<file path="src/rtl/i2c_sensor_poller.sv">
// rtl/i2c_sensor_poller.sv - periodic/triggered I2C register-burst reader feeding a packed sample word
module i2c_sensor_poller #(
    parameter logic [6:0] DEV_ADDR    = 7'h38,
    parameter logic [7:0] REG_ADDR    = 8'h00,
    parameter int         NUM_BYTES   = 2,
    parameter int         POLL_PERIOD = 100000,
    parameter int         TIMEOUT     = 4096
) (
    input  logic                   clk,
    input  logic                   rst,
    input  logic                   enable,
    input  logic                   trigger,
    output logic                   i2c_start,
    output logic [6:0]             i2c_addr,
    output logic                   i2c_write_en,
    output logic [7:0]             i2c_write_data,
    input  logic                   i2c_busy,
    input  logic [7:0]             i2c_read_data,
    input  logic                   i2c_read_valid,
    input  logic                   i2c_detected,
    output logic [8*NUM_BYTES-1:0] sample_data,
    output logic                   sample_valid,
    output logic                   poll_busy,
    output logic                   err_nodev,
    output logic                   err_timeout
);

    localparam int W  = 8 * NUM_BYTES;
    localparam int TW = $clog2(POLL_PERIOD);
    localparam int CW = $clog2(TIMEOUT);
    localparam logic [TW-1:0] PP_LAST  = TW'(POLL_PERIOD - 1);
    localparam logic [CW-1:0] TO_LAST  = CW'(TIMEOUT - 1);
    localparam logic [1:0]    LAST_IDX = 2'(NUM_BYTES - 1);

    typedef enum logic [2:0] {
        IDLE, CHECK, PTR_ISSUE, PTR_WAIT, RD_ISSUE, RD_WAIT, DONE, ERROR
    } state_t;

    state_t          state, next_state;
    logic [TW-1:0]   timer;
    logic [CW-1:0]   tcnt;
    logic [1:0]      idx;
    logic [W-1:0]    asm_q, asm_next;
    logic            seen_busy, got_byte, got_any, rd_take;
    logic            start_poll, waiting, tmo, nodev_cause, byte_done;

    assign i2c_addr  = DEV_ADDR;
    assign poll_busy = (state != IDLE);

    // Bytes shift in at the bottom, so the first byte read ends up in the MSBs.
    always_comb begin
        waiting  = (state == PTR_ISSUE) || (state == PTR_WAIT) ||
                   (state == RD_ISSUE)  || (state == RD_WAIT);
        tmo      = waiting && (tcnt == TO_LAST);
        rd_take  = (state == RD_WAIT) && i2c_read_valid && !got_byte;
        got_any  = got_byte || rd_take;
        asm_next = rd_take ? W'({asm_q, i2c_read_data}) : asm_q;
    end

    always_comb begin
        next_state     = state;
        start_poll     = 1'b0;
        i2c_start      = 1'b0;
        i2c_write_en   = 1'b0;
        i2c_write_data = 8'h00;
        nodev_cause    = 1'b0;
        byte_done      = 1'b0;
        case (state)
            IDLE: begin
                if (trigger || (enable && timer == PP_LAST)) begin
                    start_poll = 1'b1;
                    next_state = CHECK;
                end
            end
            CHECK: begin
                nodev_cause = !i2c_detected;
                next_state  = i2c_detected ? PTR_ISSUE : ERROR;
            end
            PTR_ISSUE: begin
                i2c_write_en   = 1'b1;
                i2c_write_data = REG_ADDR;
                if (tmo) begin
                    next_state = ERROR;
                end else if (!i2c_busy) begin
                    i2c_start  = 1'b1;
                    next_state = PTR_WAIT;
                end
            end
            PTR_WAIT: begin
                if (seen_busy && !i2c_busy) next_state = RD_ISSUE;
                else if (tmo)               next_state = ERROR;
            end
            RD_ISSUE: begin
                if (tmo) begin
                    next_state = ERROR;
                end else if (!i2c_busy) begin
                    i2c_start  = 1'b1;
                    next_state = RD_WAIT;
                end
            end
            RD_WAIT: begin
                // A transaction that finishes without delivering a byte counts as a stall.
                if (seen_busy && !i2c_busy) begin
                    if (!got_any) begin
                        next_state = ERROR;
                    end else if (idx == LAST_IDX) begin
                        next_state = DONE;
                    end else begin
                        byte_done  = 1'b1;
                        next_state = RD_ISSUE;
                    end
                end else if (tmo) begin
                    next_state = ERROR;
                end
            end
            DONE:    next_state = IDLE;
            ERROR:   next_state = IDLE;
            default: next_state = IDLE;
        endcase
    end

    always_ff @(posedge clk or negedge rst) begin
        if (!rst) begin
            state        <= IDLE;
            timer        <= '0;
            tcnt         <= '0;
            idx          <= '0;
            asm_q        <= '0;
            seen_busy    <= 1'b0;
            got_byte     <= 1'b0;
            sample_data  <= '0;
            sample_valid <= 1'b0;
            err_nodev    <= 1'b0;
            err_timeout  <= 1'b0;
        end else begin
            state <= next_state;
            if (next_state != state) begin
                tcnt      <= '0;
                seen_busy <= 1'b0;
                got_byte  <= 1'b0;
            end else begin
                if (waiting) tcnt <= tcnt + 1'b1;
                seen_busy <= seen_busy | i2c_busy;
                got_byte  <= got_any;
            end

            asm_q <= start_poll ? '0 : asm_next;
            if (start_poll)     idx <= '0;
            else if (byte_done) idx <= idx + 1'b1;

            // Period is measured in idle time: the timer only advances while waiting in IDLE.
            if (start_poll || !enable) timer <= '0;
            else if (state == IDLE)    timer <= timer + 1'b1;

            sample_valid <= (next_state == DONE);
            if (next_state == DONE) begin
                sample_data <= asm_next;
                err_nodev   <= 1'b0;
                err_timeout <= 1'b0;
            end else if (next_state == ERROR) begin
                err_nodev   <= nodev_cause;
                err_timeout <= !nodev_cause;
            end
        end
    end

endmodule

</file>
<file path="config.mk">
export PLATFORM = sky130hd
export DESIGN_NAME = i2c_sensor_poller
export DESIGN_NICKNAME = d
export VERILOG_FILES = /design/src/rtl/i2c_sensor_poller.sv
export SDC_FILE = /design/constraint.sdc
export NUM_CORES = 1
export LEC_CHECK = 0
export BUFFER_PORTS_ARGS = -buffer_cell sky130_fd_sc_hd__buf_2
export CAP_MARGIN = 30
export CORE_MARGIN = 2
export CORE_UTILIZATION = 61
export CTS_CLUSTER_DIAMETER = 100
export DETAILED_ROUTE_END_ITERATION = 10
export PLACE_DENSITY = 0.91
export SYNTH_ARGS = -nofsm -noshare
export SYNTH_HDL_FRONTEND = slang
export SYNTH_SLANG_ARGS = --single-unit
export TNS_END_PERCENT = 10
</file>
<file path="constraint.sdc">
create_clock -name clk -period 6.4 [get_ports clk]
set_input_delay 0.32 -clock clk [delete_from_list [all_inputs] [get_ports clk]]
set_output_delay 0.32 -clock clk [all_outputs]
set_load 0.03 [all_outputs]
</file>
# Word-level counts from Yosys, hierarchy flattened
# Cells that the tools add are included.
[word_totals] reg_bits=71 latch_bits=0 ram_bits=0 rom_bits=0 in_bits=15 output_inout_bits=37 elab_cells=89 n_memories=0
[classes] add_sub_neg=3 n_mul=0 n_div=0 n_lt_le_gt_ge=0 eq_ne=13 shift=0 n_mux=37 bitwise=1 n_reduce_logical=24
[ops] operator="17-bit 2-to-1 mux" count=2
[ops] operator="16-bit 2-to-1 mux" count=2
[ops] operator="3-bit 2-to-1 mux" count=9
[ops] operator="12-bit 2-to-1 mux" count=2
[ops] operator="3-bit case mux with 7 select lines" count=1
[ops] operator="3-bit == test, second input constant" count=6
[ops] operator="17-bit by 1-bit adder with 17-bit output, second input constant" count=1
[ops] operator="17-bit == test, second input constant" count=1
[ops] operator="1-bit 2-to-1 mux" count=17
[ops] operator="12-bit by 1-bit adder with 12-bit output, second input constant" count=1
[ops] operator="12-bit == test, second input constant" count=1
[ops] operator="2-bit 2-to-1 mux" count=4
[ops] operator="2-bit nonzero test" count=4
[ops] operator="3-bit by 2-bit == test with 1-bit output, second input constant" count=2
[ops] operator="1-bit logical OR" count=6
[ops] operator="1-bit logical AND" count=5
[ops] operator="1-bit zero test" count=5
[ops] operator="2-bit OR reduction" count=2
[ops] operator="3-bit by 1-bit == test with 1-bit output, second input constant" count=1
[ops] operator="3-bit zero test" count=1
[ops] operator="3-bit != test" count=1
[ops] operator="3-bit nonzero test" count=1
[ops] operator="2-bit by 1-bit adder with 2-bit output, second input constant" count=1
[ops] operator="2-bit by 1-bit == test with 1-bit output, second input constant" count=1
[ops] operator="1-bit bitwise OR" count=1

# Longest topological paths before layout
# Gate-level depths: netlist (run 1).
[logic_depth] ltp_word=11 depth_mapped=9 ltp_nobuf=7

# Worst setup path before layout (run 1)
# OpenSTA, ideal clock, no wires.
[synth_timing] path_kind="reg-to-output" from="register tcnt[0]" to="output port i2c_start" arrival_ns=1.772 t_required_ns=6.080 path_slack_ns=4.308 path_stages_with_launch=5 n_path_buf=0 cell_sequence="dfrtp_1 ha_1 nand4_1 nor3_1 nor4_1"
[synth_between] elab_chain_len=4
[synth_lines] element="start: declaration" line_no="41" source="logic [CW-1:0] tcnt;"
[synth_lines] element="start signal: assignment" line_no="142" source="if (waiting) tcnt <= tcnt + 1'b1;"
[synth_lines] element="12-bit == test" line_no="54" source="tmo = waiting && (tcnt == TO_LAST);"
[synth_lines] element="1-bit logical AND" line_no="54"
[synth_lines] element="1-bit 2-to-1 mux" line_no="82" source="if (tmo) begin"
[synth_lines] element="1-bit 2-to-1 mux"
[synth_lines] element="end: declaration" line_no="13" source="output logic i2c_start,"
# No other way between the ends.

# Worst setup path in the final report (run 1)
[layout_timing] from="register state[1]" to="register tcnt[0]"
[layout_between] elab_chain_len=10 word_cells_on_any_way=29 classes_between="8 x eq/ne; 11 x mux; 10 x reduce/logical"
[layout_lines] element="start: declaration" line_no="39" source="state_t state, next_state;"
[layout_lines] element="start signal: assignment" line_no="136" source="state <= next_state;"
[layout_lines] element="3-bit by 2-bit == test with 1-bit output" line_no="52, 68"
[layout_lines] element="1-bit logical OR (2 in a row)" line_no="52" source="waiting = (state == PTR_ISSUE) || (state == PTR_WAIT) ||"
[layout_lines] element="1-bit logical OR" line_no="53" source="(state == RD_ISSUE) || (state == RD_WAIT);"
[layout_lines] element="1-bit logical AND" line_no="54"
[layout_lines] element="3-bit 2-to-1 mux" line_no="91, 112"
[layout_lines] element="3-bit 2-to-1 mux (on tied branches)" line_no="103, 90"
[layout_lines] element="3-bit case mux with 7 select lines" line_no="68" source="case (state)"
[layout_lines] element="3-bit != test" line_no="137" source="if (next_state != state) begin"
[layout_lines] element="12-bit 2-to-1 mux / 2-bit nonzero test (equally long branches)"
# Parallel ways exist; a longest one is shown, timed or not.
# A chain may end at the register's enable or synchronous reset.

==> results of run 1 <==
-- layout make-up --
cell class,instances,area [um^2]
multi-input combinational,239,1568
clock buffer,11,151.4
clock inverter,5,56.30
sequential,71,1777
timing repair buffer,39,210.2
fill,409,1628
inverter,25,93.84
tap,72,90.09
-- where the power goes --
group | leakage, nW | switching, W | internal, W | total, W
clock network | 0.105 | 0.000168 | 0.000200 | 0.000368
logic | 0.681 | 0.000332 | 0.000153 | 0.000485
registers | 0.970 | 0.0000822 | 0.000538 | 0.000620
-- path summary, 6_finish.rpt --
| kind | startpoint | end | slack, ps | cells past startpoint |
|---|---|---|---|---|
| max in group asynchronous | rst | state[1] | 5670 | 2 |
| max reg2reg | state[1] | tcnt[0] | 3780 | 5 |
| min | rst | timer[11] | 170 | 2 |
| min in group clk | i2c_read_data[2] | asm_q[2] | 240 | 3 |
| max | state[1] | tcnt[0] | 3780 | 5 |
| min reg2reg | err_timeout | err_timeout | 470 | 2 |
-- routing by layer --
metal  vias to the layer above  routed length, um  GRT usage, %
li1                       1233                  -             -
met1                      1271               3246         33.48
met2                        71               3395         37.92
met3                        13                368         5.955
met4                         0                131         8.644
met5                         -                  0             0
-- state kept, by name, summed over array words and instances, names as in the netlist --
signal and flops:
asm_q 16, sample_data 16, seen_busy 1, idx 2, err_timeout 1, got_byte 1, timer 17, tcnt 12
sample_valid 1, state 3, err_nodev 1
-- stage by stage --
stage	hold slack (ps)	cell area, um^2
after CTS	193.7	3946
after detailed placement	465.2	3739
after global placement	460.0	3724
after floorplan	24.41	3625
final	168.9	3946
after global routing	245.4	3946
-- logic make-up (layout without fill, tap and decap cells) --
kind of cell	after synthesis	count (layout)	share of synthesized area [%]
and+or+nand+nor	135	135	19.63
DFF	71	71	49.68
buffers and inverters	53	80	8.048
muxes	33	33	9.237
xor gates and xnor gates	28	28	6.858
AOI/OAI and AO/OA	25	25	5.284
adders and majority gates	3	3	1.050
other	2	15	0.2100
-- cells in the final DEF (no fill, tap or decap), types with 2 or more instances in the layout --
cell type / netlist / final
a211oi_1: 2 / 2
a21oi_1: 4 / 4
a221o_1: 2 / 2
and2_1: 2 / 2
and3_1: 3 / 3
and4_1: 3 / 3
buf_2: 8 / 36
buf_4: 15 / 2
clkbuf_8: 0 / 11
clkinv_2: 0 / 2
conb_1: 2 / 15
dfrtp_1: 71 / 71
ha_1: 3 / 3
inv_1: 25 / 25
mux2i_1: 33 / 33
nand2_1: 11 / 11
nand2b_1: 4 / 4
nand3_1: 12 / 12
nand3b_1: 2 / 2
nand4_1: 7 / 7
nand4b_1: 2 / 2
nor2_1: 50 / 49
nor2_2: 1 / 2
nor2b_1: 5 / 5
nor3_1: 18 / 17
nor3b_1: 3 / 3
nor4_1: 2 / 2
nor4b_1: 2 / 2
o21ai_0: 2 / 2
o31ai_1: 2 / 2
or2_2: 2 / 2
or4bb_1: 2 / 2
xnor2_1: 16 / 16
xor2_1: 12 / 12
-- worst register-to-register path, stage by stage, from the launching register on --
cell and delay [ps]:
dfrtp_1 670, nor3_1 180, a221o_1 400, a31o_2 250
o41a_1 620, nor4b_1 390
==> impl_metrics.ini, run 1 <==
[routing]
routed_wirelength_um = 7142
viasPerCell = 5.602
wl_per_cell_um = 15.46
drc = 0
first_pass_iters = 4
first_iter_violations = 263
ant_nets = 0
vias = 2588

[layout]
num_antenna_cells = 0
area_delta_synth_final_pct = 10.36
drive_above_1_share_pct = 16.41
finish.utilization_pct = 70.80
finish.cell_count_without_fillers = 462
nets = 403

[global_route]
grtUsageTotal_pct = 24.39
grt_max_degree = 72
grt_pass1_wl_um = 12030
overflow = 0
grt_pass1_vias = 2554
antenna_found_initial = 0

[min_path]
hold_class = in -> async

[floorplanning]
initial_core_util_pct = 64.15
ios = 52
die_width_um = 80.57
fp.dieArea_um2 = 6491
coreArea_um2 = 5574
fp.dieH_um = 80.57
fp-row-count = 27

[sta]
fmax_mhz = 381.5
min_period_over_period_pct = 40.96
slew_headroom_pct = 42.38
finClkSkew_ps = 11.61
report.final.slew_viol_count = 0
rsz0062_at_grt = no
worst_pin_slew_ps = 864.3
final_hold_viol_count = 0
tns_ps = 0
finalCriticalPeriod_ps = 2622
finalSetupViolCount = 0
fin_ws_ps = 3778

[logic_synthesis]
avgSynthCellArea_um2 = 10.22
netlist_instances = 350
synth_top_area_cell = dfrtp_1
ys_seq_elements = 71
synth_flop_cell = dfrtp_1
synth_edf_count = 0
yosysSeqAreaShare_pct = 49.69
synth_top_area_share_pct = 49.69
syn_area_um2 = 3576
ys_warn_count = 0
synth.most_common_cell = dfrtp_1
synth_top_cells_by_count = 71 x dfrtp_1, 50 x nor2_1, 33 x mux2i_1
synth_cell_type_count = 51
async_flop_share_pct = 100.0
synth.area.top_cells = dfrtp_1 50%, mux2i_1 9.2%, nor2_1 5.2%

[status]
status = finished clean

[placement]
dp.cells = 446
dpl_worst_slack_ps = 3829
gp_congestion = 0.8723
place_hpwl_um = 4757
port-buffer-count = 36

[setup_path]
cp_slowest_stage_delay_ps = 670
crit_buf_inv = 0
worstPathArrival_ps = 2850
cp-end-kind = flip-flop
critPathSlowestCell = dfrtp_1
startpoint_type = flip-flop
cp_max_fo = 18
critical_path_required_ps = 6630
crit_type = reg -> reg
crit_family = compound AO/OA/AOI/OAI gates
crit_path_cell_trace = nor3_1 -> a221o_1 -> a31o_2 -> o41a_1 -> nor4b_1

[power_and_ir_drop]
p_per_area_nw_per_um2 = 373.4
irDropWorstVdd_mv = 0.2758
leakagePower_nw = 1.757
p_total_w = 0.001473

[clocking]
cts_setup_buffers = 0
cts_hold_buf = 0
clock_sinks = 71
clkTransAtPathRegs_ps = 80
cts_buffers = 9
ctsLongestPathBuffers = 2
clk_latency_ps = 350
cts_resized = 0
cts_tree = yes
cts_root_buffer = clkbuf_8
cts-htree-levels = 3

[flow_run]
max_cap_viol_count = 0
Note: power is estimated with default switching activity, not from simulation.
==> run 2: changes to the inputs <==
--- a/config.mk
+++ b/config.mk
@@ -8,10 +8,10 @@
 export BUFFER_PORTS_ARGS = -buffer_cell sky130_fd_sc_hd__buf_2
 export CAP_MARGIN = 30
 export CORE_MARGIN = 2
-export CORE_UTILIZATION = 61
+export CORE_UTILIZATION = 57
 export CTS_CLUSTER_DIAMETER = 100
 export DETAILED_ROUTE_END_ITERATION = 10
-export PLACE_DENSITY = 0.91
+export PLACE_DENSITY = 0.87
 export SYNTH_ARGS = -nofsm -noshare
 export SYNTH_HDL_FRONTEND = slang
 export SYNTH_SLANG_ARGS = --single-unit
==> constraint.sdc (replaced) <==
create_clock -name clk -period 2.5 [get_ports clk]
set_input_delay 0.125 -clock clk [delete_from_list [all_inputs] [get_ports clk]]
set_output_delay 0.125 -clock clk [all_outputs]
set_load 0.03 [all_outputs]
==> run 2 against run 1 <==
Compared with the run above: non-clock buffer count grew 16; sequential cell count is the same; largest power group unchanged; largest cell class unchanged; critical path depth grew 2.
==> impl_metrics.ini, run 2 (synthesis gave the netlist of run 1 again) <==
[floorplanning]
fp.dieArea_um2 = 6923
fp.dieH_um = 83.21
initial_core_util_pct = 59.69
die_width_um = 83.21
fp-row-count = 28
coreArea_um2 = 5991
ios = 52

[min_path]
min-delay-start = i2c_read_data[2]
hold_end = asm_q[2]
hold_class = in -> reg
hold_depth = 3

[clocking]
cts_tree = yes
cts_hold_buf = 1
clkTransAtPathRegs_ps = 80
cts_root_buffer = clkbuf_8
clock_sinks = 71
clk_latency_ps = 350
cts_resized = 0
ctsLongestPathBuffers = 2
cts_setup_buffers = 0
cts-htree-levels = 3
cts_buffers = 9

[status]
status = finished clean

[power_and_ir_drop]
leakagePower_nw = 1.837
pwr-share-clk_pct = 24.6
swShare_pct = 39.74
p_sw_w = 0.001559
p_int_w = 0.002364
p_per_area_nw_per_um2 = 961.8
irDropWorstVdd_mv = 0.5760
pwr-share-comb_pct = 36.4
pwr-share-seq_pct = 39.1

[setup_path]
crit_path_cell_trace = ha_1 -> or4bb_1 -> nor4_2 -> a31o_2 -> o41a_1 -> buf_4 -> nor3_1
cp_max_fo = 14
critPathSlowestCell = or4bb_1
cp_slowest_stage_delay_ps = 420
startpoint_type = flip-flop
crit_type = reg -> reg
rr_endpoint = seen_busy
cp-end-kind = flip-flop
worstPathArrival_ps = 2500
critical_path_required_ps = 2730
reg2reg_depth = 7
r2r_slack_ps = 230
rr_startpoint = timer[0]

[sta]
tns_ps = 0
fmax_mhz = 440.1
slew_headroom_pct = 50.02
finalSetupViolCount = 0
final_hold_viol_count = 0
min_period_over_period_pct = 90.90
finClkSkew_ps = 12.36
finalCriticalPeriod_ps = 2272
rsz0062_at_grt = no
worst_pin_slew_ps = 749.7
report.final.slew_viol_count = 0

[global_route]
grt_pass1_vias = 2650
overflow = 0
grt_pass1_wl_um = 12240
grtUsageTotal_pct = 21.64
antenna_found_initial = 0
grt_max_degree = 36

[layout]
final_cell_mix = 71 x dfrtp_1, 49 x nor2_1, 36 x buf_2, 33 x mux2i_1, 25 x inv_1
mostFrequentLayoutCell = dfrtp_1
largest_register_ffs = 17
num_antenna_cells = 0
top_register = timer
multi_input_area_um2 = 1568
nFillCells = 451
drive_above_1_share_pct = 19.46
reg.largest.list = timer x17, asm_q x16, sample_data x16
area_delta_synth_final_pct = 14.07
nets = 419
finish.utilization_pct = 68.09
final-seq-area_um2 = 1777

[routing]
ant_nets = 0
drc = 0
viasPerCell = 5.530
wl_per_cell_um = 14.73
routed_wirelength_um = 7085
vias = 2660
first_pass_iters = 4
first_iter_violations = 241

[flow_run]
max_cap_viol_count = 0

[placement]
port-buffer-count = 36
place_hpwl_um = 4803
gp_congestion = 0.8618
run 2: cell count changes in the layout (fill, tap and decap cells not counted):
| cell | previous run | this run |
|---|---|---|
| buf_4 | 2 | 17 |
| clkinv_4 | 1 | 2 |
| clkinv_2 | 2 | 0 |
| inv_6 | 0 | 3 |
| buf_12 | 0 | 1 |
| buf_8 | 1 | 0 |
| clkbuf_8 | 11 | 9 |
| inv_8 | 0 | 1 |
| clkinvlp_4 | 1 | 0 |
| dlygate4sd3_1 | 0 | 1 |
run 2: critical path: cells and delay by family (launching register included):
family | cells | cell delay [ps]
flip-flops | 1 | 400
buffers and inverters | 1 | 210
AO/OA/AOI/OAI | 2 | 430
AND/OR/NAND/NOR | 3 | 850
adder cells (fa/ha/maj) | 1 | 250
run 2: power by group through the flow:
stage               logic, W  clock network, W  registers [W]
finish               0.00143          0.000963        0.00153
detailed placement   0.00141                 0        0.00155
CTS                  0.00143          0.000988        0.00153
global route         0.00155           0.00104        0.00157
global placement     0.00139                 0        0.00153
floorplan           0.000810                 0        0.00173
run 2: metrics by stage:
stage	instance area [um^2]	hold slack [ps]	setup WS [ps]	power, W	cells
2_1_floorplan	3625	-170.6	416.7	0.002536	363
3_3_place_gp	3860	212.3	375.6	0.002919	464
3_5_place_dp	3860	224.7	321.4	0.002960	464
4_1_cts	4079	25.43	217.0	0.003949	481
5_1_grt	4079	33.48	85.95	0.004156	481
6_report	4079	35.07	227.6	0.003923	481
run 2: metal layers:
metal | up-vias | part of all wire (%) | track usage [%]
met5 | - | 0 | 0
met4 | 0 | 2.3 | 8.346
met3 | 18 | 4.4 | 5.368
met2 | 72 | 49 | 34.60
met1 | 1301 | 44 | 28.49
li1 | 1269 | - | -
run 2: worst max path at each step:
stage / slack [ps] / startpoint / endpoint / depth (start not counted)
after floorplan: 420 / timer[13] / seen_busy / 6
after global placement: 380 / timer[0] / tcnt[0] / 7
after detailed placement: 320 / timer[0] / seen_busy / 7
after CTS: 220 / timer[0] / seen_busy / 7
after global routing: 90 / tcnt[4] / sample_data[13] / 6
final: 230 / timer[0] / seen_busy / 7
run 2: area by class of cell:
class	count	share of cell area (%)
Clock buffer	9	3.037
Clock inverter	7	2.086
Inverter	25	2.301
Multi-Input combinational cell	239	38.44
Sequential cell	71	43.56
Tap cell	75	2.301
Timing Repair Buffer	55	8.282
==> run 3: changes to the inputs <==
--- a/config.mk
+++ b/config.mk
@@ -5,12 +5,16 @@
 export SDC_FILE = /design/constraint.sdc
 export NUM_CORES = 1
 export LEC_CHECK = 0
+export ABC_AREA = 1
 export BUFFER_PORTS_ARGS = -buffer_cell sky130_fd_sc_hd__buf_2
 export CAP_MARGIN = 30
+export CELL_PAD_IN_SITES_DETAIL_PLACEMENT = 0
+export CELL_PAD_IN_SITES_GLOBAL_PLACEMENT = 2
 export CORE_MARGIN = 2
-export CORE_UTILIZATION = 57
+export CORE_UTILIZATION = 34
 export CTS_CLUSTER_DIAMETER = 100
 export DETAILED_ROUTE_END_ITERATION = 10
+export HOLD_SLACK_MARGIN = 0.08
 export PLACE_DENSITY = 0.87
 export SYNTH_ARGS = -nofsm -noshare
 export SYNTH_HDL_FRONTEND = slang
==> run 3 against run 2 <==
Compared with the run above: global-route usage shrank 6.8 points; critical path type unchanged; first-iteration DRC count fell by 40%; clock skew rose by 2.7 ps; final area increased by 4.0%; sequential share of layout area decreased by 1.7 points; die area grew 74%; critical endpoint is now sample_data[2]; area after synthesis grew 6.2%; clock-buffer cell count is 1 higher; synthesized cell count is 34% higher; largest power group is now combinational logic.
==> impl_metrics.ini, run 3 <==
[min_path]
hold_depth = 3
hold_class = in -> reg
hold_end = asm_q[6]
min-delay-start = i2c_read_data[6]

[logic_synthesis]
synth_adder_area_share_pct = 0.9888
muxShareOfSynthArea_pct = 0.2637
syn_area_um2 = 3796
synth_top_area_share_pct = 46.80
synth_edf_count = 0
netlist_instances = 470
synth_flop_cell = dfrtp_1
avgSynthCellArea_um2 = 8.077
async_flop_share_pct = 100.0
synth_top_cells_by_count = 107 x nand2_1, 71 x dfrtp_1, 66 x inv_1
synth_top_area_cell = dfrtp_1
synth.area.top_cells = dfrtp_1 47%, nand2_1 11%, inv_1 6.5%
yosysSeqAreaShare_pct = 46.80
synth_compound_area_share_pct = 4.515
synth_cell_type_count = 33
synth_top_family_by_area = simple AND/OR/NAND/NOR gates
ys_seq_elements = 71
ys_warn_count = 0
synthXorXnorAreaFrac_pct = 3.922
synth.most_common_cell = nand2_1
yosys.area_share.simple_pct = 30.52

[routing]
wl_per_cell_um = 12.40
viasPerCell = 4.525
routed_wirelength_um = 8145
vias = 2973
ant_nets = 0
drc = 0
first_iter_violations = 144
first_pass_iters = 5

[sta]
final_hold_viol_count = 0
finalCriticalPeriod_ps = 2095
finalSetupViolCount = 0
tns_ps = 0
rsz0062_at_grt = no
finClkSkew_ps = 15.05
fmax_mhz = 477.2
slew_headroom_pct = 51.95
worst_pin_slew_ps = 720.7
min_period_over_period_pct = 83.82
report.final.slew_viol_count = 0

[floorplanning]
initial_core_util_pct = 34.87
coreArea_um2 = 10890
die_width_um = 109.7
fp.dieH_um = 109.7
ios = 52
fp.dieArea_um2 = 12030
fp-row-count = 38

[power_and_ir_drop]
irDropWorstVdd_mv = 0.4318
p_per_area_nw_per_um2 = 1065
leakagePower_nw = 2.303

[layout]
top_register = timer
drive_above_1_share_pct = 18.76
mostFrequentLayoutCell = nand2_1
final_cell_mix = 107 x nand2_1, 71 x dfrtp_1, 66 x inv_1, 49 x nor2_1, 36 x buf_2
finish.cell_count_without_fillers = 657
area_delta_synth_final_pct = 11.70
num_antenna_cells = 0
finish.utilization_pct = 38.95
largest_register_ffs = 17
nets = 530
reg.largest.list = timer x17, asm_q x16, sample_data x16

[global_route]
antenna_found_initial = 0
grt_pass1_wl_um = 13740
grt_pass1_vias = 2850
grt_max_degree = 33
grtUsageTotal_pct = 14.87
overflow = 0

[clocking]
clock_sinks = 71
ctsLongestPathBuffers = 2
cts_buffers = 9
cts_root_buffer = clkbuf_8
clkTransAtPathRegs_ps = 80
clk_latency_ps = 350
cts-htree-levels = 3
cts_tree = yes

[setup_path]
rr_startpoint = tcnt[0]
cp_common_cell = nand2_1
cp_max_fo = 19
reg2reg_depth = 12
critPathSlowestCell = dfrtp_1
crit_family = simple AND/OR/NAND/NOR gates
r2r_slack_ps = 400
cp-end-kind = flip-flop
rr_endpoint = sample_data[2]
worstPathArrival_ps = 2330
crit_buf_inv = 2
startpoint_type = flip-flop
crit_type = reg -> reg
crit_cells = 12
critical_path_required_ps = 2740
crit_path_cell_trace = ha_1 -> inv_1 -> nor2_1 -> nand2_1 -> inv_1 -> nand3b_1 -> nor2_1 -> nor2_2 -> nand2_2 -> nand3_4 -> nand2_1 -> nand2_1
cp_slowest_stage_delay_ps = 390

[placement]
dp.cells = 639
place_hpwl_um = 5899
gp_congestion = 0.7812
port-buffer-count = 36

[flow_run]
max_cap_viol_count = 0

[status]
status = finished clean
## run 3: changes by cell type in the layout (fill, tap and decap cells not counted), sizes merged, moves of 4 or more
| cell | change |
|---|---|
| nor2b | -5 |
| o21ai | +21 |
| nor3 | -10 |
| a21oi | +4 |
| nand4 | +18 |
| nand3 | +17 |
| inv | +42 |
| mux2i | -32 |
| nor2 | +15 |
| nand2b | -4 |
| xnor2 | -13 |
| nand2 | +103 |
| buf | -11 |
## run 3: routing by layer
metal / GRT usage [%] / up-vias / routed length [um]
met3: 2.845 / 9 / 244
met2: 22.97 / 53 / 3721
met4: 6.239 / 0 / 108
met1: 20.40 / 1391 / 4070
li1: - / 1520 / -
met5: 0 / - / 0
## run 3: power breakdown
part | switching [W] | internal [W]
Combinational | 0.00151 | 0.000565
Sequential | 0.000171 | 0.00142
Clock | 0.000462 | 0.000392
Total | 0.00214 | 0.00237
## run 3: per-stage QoR
step	instance area (um^2)	total power [W]	hold WS [ps]	worst slack, ps
detailed placement	4039	0.003717	236.0	366.7
global route	4240	0.004921	123.2	84.94
global placement	4039	0.003700	231.5	397.7
floorplan	3845	0.003324	-170.6	741.2
CTS	4240	0.004590	89.30	372.7
finish	4240	0.004516	102.9	404.5
## run 3: area by class of cell
type | count | area [um^2]
clock buffer | 10 | 137.6
clock inverter | 6 | 43.79
fill | 1143 | 6648
inverter | 71 | 271.5
multi-input combinational | 314 | 1583
sequential | 71 | 1777
tap | 140 | 175.2
timing repair buffer | 45 | 252.7
## run 3: worst reg2reg max path, delay by kind of cell (launching register included)
family                   cells  cell delay (ps)
AND/OR/NAND/NOR              9             1260
flip-flops                   1              390
adder cells (fa/ha/maj)      1              180
buffers and inverters        2              160
## run 3: logic make-up after synthesis
kind of cell    Yosys count
mux                       1
flops                    71
xor+xnor                 17
fa+ha+maj                 3
other cells               2
buf+inv                  98
simple gates            245
compound gates           33
## run 3: repair_timing
item / CTS / global route
gates resized for setup: 0 / 0
endpoints found under the hold margin: 28 / 0
hold buffers: 2 / 0
setup buffers: 0 / 0
## run 3: worst max path at each step
stage | startpoint | to
global route | tcnt[0] | sample_data[7]
global placement | tcnt[0] | sample_data[2]
floorplan | timer[0] | timer[15]
detailed placement | tcnt[0] | sample_data[12]
finish | tcnt[0] | sample_data[2]
CTS | tcnt[0] | sample_data[2]
